### src/rtl/logic_unit_arbiter.sv
// Round-robin arbiter sharing one mux-built bitwise logic unit among NREQ requesters.
// Latency: grant 1 cycle after req is sampled, result 1 cycle later; one operation per 3 cycles, losers wait with req held.
module logic_unit_arbiter #(
   parameter int NREQ = 4,
   parameter int W    = 8,
   parameter int IDW  = 2
) (
   input  logic                clk,
   input  logic                rst,
   input  logic [NREQ-1:0]     req,
   input  logic [3*NREQ-1:0]   op,
   input  logic [W*NREQ-1:0]   a,
   input  logic [W*NREQ-1:0]   b,
   output logic [NREQ-1:0]     gnt,
   output logic [W-1:0]        res,
   output logic                res_valid,
   output logic [IDW-1:0]      res_id,
   output logic                res_err,
   output logic                busy
);

   typedef enum logic [1:0] {
      S_IDLE = 2'd0,
      S_EXEC = 2'd1,
      S_RESP = 2'd2
   } state_t;

   state_t           r_state;
   logic [IDW-1:0]   r_ptr;
   logic [IDW-1:0]   r_win;
   logic [2:0]       r_op;
   logic [W-1:0]     r_a;
   logic [W-1:0]     r_b;
   logic [NREQ-1:0]  r_gnt;
   logic [W-1:0]     r_res;
   logic             r_res_valid;
   logic [IDW-1:0]   r_res_id;
   logic             r_res_err;
   logic             r_busy;

   logic             w_found;
   logic [IDW-1:0]   w_win;
   logic [IDW-1:0]   w_idx;
   logic [W-1:0]     w_res;

   function automatic logic [IDW-1:0] f_wrap(input logic [IDW:0] v);
      if (v >= (IDW+1)'(NREQ))
         return IDW'(v - (IDW+1)'(NREQ));
      else
         return v[IDW-1:0];
   endfunction

   // Every gate is a 2:1 mux selected by a[k]; the opcode picks the two data inputs.
   function automatic logic [W-1:0] f_gate(input logic [2:0] opc,
                                           input logic [W-1:0] x,
                                           input logic [W-1:0] y);
      logic [W-1:0] d0;
      logic [W-1:0] d1;
      logic [W-1:0] r;
      case (opc)
         3'd0:    begin d1 = '0;  d0 = '1;  end
         3'd1:    begin d1 = '1;  d0 = y;   end
         3'd2:    begin d1 = y;   d0 = '0;  end
         3'd3:    begin d1 = ~y;  d0 = '1;  end
         3'd4:    begin d1 = '0;  d0 = ~y;  end
         3'd5:    begin d1 = ~y;  d0 = y;   end
         3'd6:    begin d1 = y;   d0 = ~y;  end
         default: begin d1 = '0;  d0 = '0;  end
      endcase
      for (int k = 0; k < W; k++)
         r[k] = x[k] ? d1[k] : d0[k];
      return r;
   endfunction

   always_comb begin
      w_found = 1'b0;
      w_win   = '0;
      w_idx   = '0;
      for (int i = 0; i < NREQ; i++) begin
         w_idx = f_wrap({1'b0, r_ptr} + (IDW+1)'(i));
         if (!w_found && req[w_idx]) begin
            w_found = 1'b1;
            w_win   = w_idx;
         end
      end
   end

   assign w_res = f_gate(r_op, r_a, r_b);

   always_ff @(posedge clk or posedge rst) begin
      if (rst) begin
         r_state     <= S_IDLE;
         r_ptr       <= '0;
         r_win       <= '0;
         r_op        <= '0;
         r_a         <= '0;
         r_b         <= '0;
         r_gnt       <= '0;
         r_res       <= '0;
         r_res_valid <= 1'b0;
         r_res_id    <= '0;
         r_res_err   <= 1'b0;
         r_busy      <= 1'b0;
      end else begin
         case (r_state)
            S_IDLE: begin
               if (w_found) begin
                  r_win   <= w_win;
                  r_op    <= op[3*w_win +: 3];
                  r_a     <= a[W*w_win +: W];
                  r_b     <= b[W*w_win +: W];
                  r_gnt   <= NREQ'(1) << w_win;
                  r_busy  <= 1'b1;
                  r_state <= S_EXEC;
               end
            end
            S_EXEC: begin
               r_gnt       <= '0;
               r_res       <= w_res;
               r_res_valid <= 1'b1;
               r_res_id    <= r_win;
               r_res_err   <= (r_op == 3'd7);
               r_state     <= S_RESP;
            end
            S_RESP: begin
               r_res_valid <= 1'b0;
               r_ptr       <= f_wrap({1'b0, r_win} + (IDW+1)'(1));
               r_busy      <= 1'b0;
               r_state     <= S_IDLE;
            end
            default: begin
               r_gnt       <= '0;
               r_res_valid <= 1'b0;
               r_busy      <= 1'b0;
               r_state     <= S_IDLE;
            end
         endcase
      end
   end

   assign gnt       = r_gnt;
   assign res       = r_res;
   assign res_valid = r_res_valid;
   assign res_id    = r_res_id;
   assign res_err   = r_res_err;
   assign busy      = r_busy;

endmodule

### config.mk
export PLATFORM = sky130hd
export DESIGN_NAME = logic_unit_arbiter
export DESIGN_NICKNAME = d
export VERILOG_FILES = /design/src/rtl/logic_unit_arbiter.sv
export SDC_FILE = /design/constraint.sdc
export NUM_CORES = 1
export LEC_CHECK = 0
export ABC_AREA = 1
export CORE_UTILIZATION = 41
export CTS_CLUSTER_DIAMETER = 120
export DETAILED_ROUTE_END_ITERATION = 6
export PLACE_DENSITY = 0.72
export SLEW_MARGIN = 20
export SYNTH_ARGS = -nofsm -noshare
export SYNTH_HDL_FRONTEND = slang
export SYNTH_SLANG_ARGS = --single-unit
### constraint.sdc
create_clock -name clk -period 4.35 [get_ports clk]
set_clock_uncertainty 0.1 [all_clocks]
set_input_delay 1.305 -clock clk [delete_from_list [all_inputs] [get_ports clk]]
set_output_delay 1.305 -clock clk [all_outputs]
set_load 0.1 [all_outputs]
==> results.txt <==
The flow ran to the end, and the final reports show no timing, DRC or antenna violations. The count of nets left with antenna violations once routing finished came out at 0. Ranked by total cell area, the synthesized netlist is headed by sky130_fd_sc_hd__dfrtp_1 (34%), sky130_fd_sc_hd__nand2_1 (31%), sky130_fd_sc_hd__nand4_1 (8.0%), sky130_fd_sc_hd__a21oi_1 (3.9%), sky130_fd_sc_hd__o21ai_0 (3.4%). The number of hold buffers added after cts came out at 0.

For the worst setup path, the data arrival time is 1800 ps. The violation count after the first detailed-routing iteration is 200. The xor/xnor cell area share of the yosys netlist came out at 0.002864.

The number of I/O port buffers came out at 98. The area fraction in and, or, nand and nor cells after synthesis is 0.4480. In the global route stage, overall resource usage came out at 0.2168. The share of Yosys cell area claimed by the top area cell type is 0.3437.

In this run the clock root is driven by a sky130_fd_sc_hd__clkbuf_8. The transition time at the pin with the least slew margin is 970.2 ps. 0 antenna diodes ended up in the layout. The minimum setup slack among reg-to-reg paths is 1880 ps. The largest delay contributor family on the critical path is buffers and inverters.

The number of global-route vias before repair came out at between 2,000 and 3,000. The count of warnings emitted by yosys is 0. The net total in the final layout came out at around 650. The total number of vias is between 3,000 and 4,000. The post-synthesis adder-cell area fraction is 0. The slowest cell on the critical path is sky130_fd_sc_hd__clkdlybuf4s50_1. The DRC violations left is 0. By area, the combinational part of the netlist is dominated by simple AND/OR/NAND/NOR gates. The capturing element of the worst setup path is res_id[1].

The largest net degree at the start of global routing is 43. The die area is 7807 um^2. Once the clock tree was built, the setup fixing pass inserted 0 buffers. The floorplan die height came out at just under 90 um.

The critical path in this run is classified as reg2out. The most used flip-flop cell after synthesis is sky130_fd_sc_hd__dfrtp_1. The total wire length came out at 8134 um. The clock transition at the registers of the reported paths came out at about 70 ps.

The worst setup path is launched from a register. The cell depth of the worst flop-to-flop path is 14. Counting instances in the post-synthesis netlist gives the leading cell types as sky130_fd_sc_hd__nand2_1 (252), sky130_fd_sc_hd__dfrtp_1 (42), sky130_fd_sc_hd__nand4_1 (39). Of the available clock period, the critical path in the final layout requires 0.7371. The minimum clock period is 3206 ps. Traced cell by cell, the critical path runs through clkdlybuf4s50_1. STA classifies the critical path endpoint as an output pin. The largest incremental delay on the critical path came out at between 1000 and 1500 ps. The worst register-to-register path ends at r_a[7]. After detailed routing, the average wire length per cell comes to 12.25 um.

For this run, the register share of the synthesized area comes to 0.3437. STA puts the critical path data required time at 2940 ps. Setup violations remaining at the end of the flow were counted as 0. sky130_fd_sc_hd__nand2_1 is the most common cell in the netlist. The number of I/O pins is 99.

Synthesis produced a netlist with a net count of 563. The HPWL reported at the end of detailed placement came out at 6145 um. For the final routed database, the setup TNS stands at 0 ps. The number of instances resized during post-cts repair came out at 0. Counting distinct cell types in the post-synthesis netlist gives 25. The min-delay analysis places its worst path in the category reg2reg. In this run the core area contains 31 standard-cell rows.

The synthesized design contains 0 enable-type register cells. The longest clock path from root to sink contains 2 buffers. The number of clock buffers inserted by TritonCTS is 5. The final-report hold violation count is 0. After synthesis, the share of flip-flops with an asynchronous set or reset is 1.000. The region available for standard cell placement spans ~7200 um^2.

The number of buffers and inverters on the critical path is 1. The number of max-cap violations came out at 0. The number of clock sinks is 42. Counting flops and latches in the post-synthesis netlist gives 42. For this configuration, the core starts out at a cell density of 0.4239.

The pre-antenna-repair detailed-routing pass consisted of 4 iterations. The normalized max-slew margin is 0.3512. In the routed layout, each cell is associated on average with a via count of 4.986. In this run the worst setup path begins at res_id[1]. The maximum fanout along the worst path came out at 2.

The final weighted congestion in routability-driven placement is 0.8258. The compound-cell area share of the yosys netlist is 0.1084. Setup repair after global routing left no endpoint under its margin. Of all cell types, the one taking the most synthesized area is sky130_fd_sc_hd__dfrtp_1. The total number of H-tree levels is 2. The chip width is between 80 and 90 um. In this run the critical register-to-register path is launched from r_ptr[0].

The critical path depth is 1. The highest clock frequency the design can meet came out at 0.3119 GHz. The share of final-layout standard cells stronger than drive strength 1 came out at 0.04779.

The first-pass GRT wire length came out at between 10,000 and 15,000 um. The share of cell area taken by muxes after synthesis is 0. The filler cells instantiated in the layout total 713.

Synthesis produced a netlist whose cell count is 481. The total congestion overflow is 0. The number of antenna violations at the first check in global routing came out at 0. The area of the mapped netlist came out at about 3100 um^2. In this run the mean area of a mapped cell was 6.357 um^2. From synthesis to final layout, the design area changed by 34.57%. At the later pin of the worst-skew pair, clock insertion delay measures 290 ps. The TritonCTS clock tree is done. The number of max-slew violations in the final report is 0.
## cells by family (layout without fill, tap and decap cells)
kind of cell / after synthesis / after routing
AND/OR/NAND/NOR: 321 / 321
AO/OA/AOI/OAI: 60 / 60
buffers and inverters: 57 / 141
flip-flops: 42 / 42
XOR/XNOR: 1 / 1
## worst min-delay path by stage
stage | start | end | slack [ps] | cells after the start
finish | busy | busy | 390 | 2
global route | res_id[0] | res_id[0] | 410 | 2
CTS | res[0] | res[0] | 390 | 2
detailed placement | res[0] | res[0] | 370 | 2
global placement | res_id[0] | res_id[0] | 360 | 2
floorplan | r_b[1] | r_b[1] | 350 | 2
## layout make-up
type / instances / area, um^2 / area share
multi-input cells: 382 / 1710 / 0.4156
flip-flops and latches: 42 / 1051 / 0.2554
clock buffers: 7 / 86.33 / 0.02098
clock inverters: 1 / 5.005 / 0.001216
repair buffers: 105 / 1033 / 0.2511
well taps: 99 / 123.9 / 0.03010
inverters: 28 / 105.1 / 0.02554
## registers in the layout, summed over array words and instances, names as in the netlist
register   flops
busy           1
gnt            4
r_a            8
r_b            8
r_op           3
r_ptr          2
r_state        2
r_win          2
res            8
res_err        1
res_id         2
res_valid      1
## metal layers
| metal | GRT usage | vias to the layer above | wire length [um] |
|---|---|---|---|
| met5 | 0 | - | 0 |
| met4 | 0.06745 | 0 | 112 |
| met3 | 0.02799 | 9 | 473 |
| met2 | 0.3343 | 121 | 3633 |
| met1 | 0.3160 | 1464 | 3914 |
| li1 | - | 1717 | - |
## cells in the final DEF (no fill, tap or decap), types with 9 or more instances in the layout
master	synthesis	final
sky130_fd_sc_hd__inv_1	24	24
sky130_fd_sc_hd__clkdlybuf4s50_1	0	98
sky130_fd_sc_hd__nor2_1	11	11
sky130_fd_sc_hd__a21oi_1	24	24
sky130_fd_sc_hd__nand2_1	252	252
sky130_fd_sc_hd__dfrtp_1	42	42
sky130_fd_sc_hd__nand3_1	9	9
sky130_fd_sc_hd__nand4_1	39	39
sky130_fd_sc_hd__o21ai_0	21	21
## metrics by stage
step,hold WS [ps],instance area (um^2),cells,util,setup WS (ps)
after global routing,411.1,4115,664,0.5704,927.4
final,387.6,4115,664,0.5704,1144
after detailed placement,371.1,4024,656,0.5578,882.5
after CTS,390.6,4115,664,0.5704,1127
after floorplan,348.8,3058,481,-,1716
after global placement,358.6,4024,656,0.5578,964.5
Power is left out: the tool's default activity adds up to more than one toggle a clock period on the data nets, which glitch-free logic cannot reach.
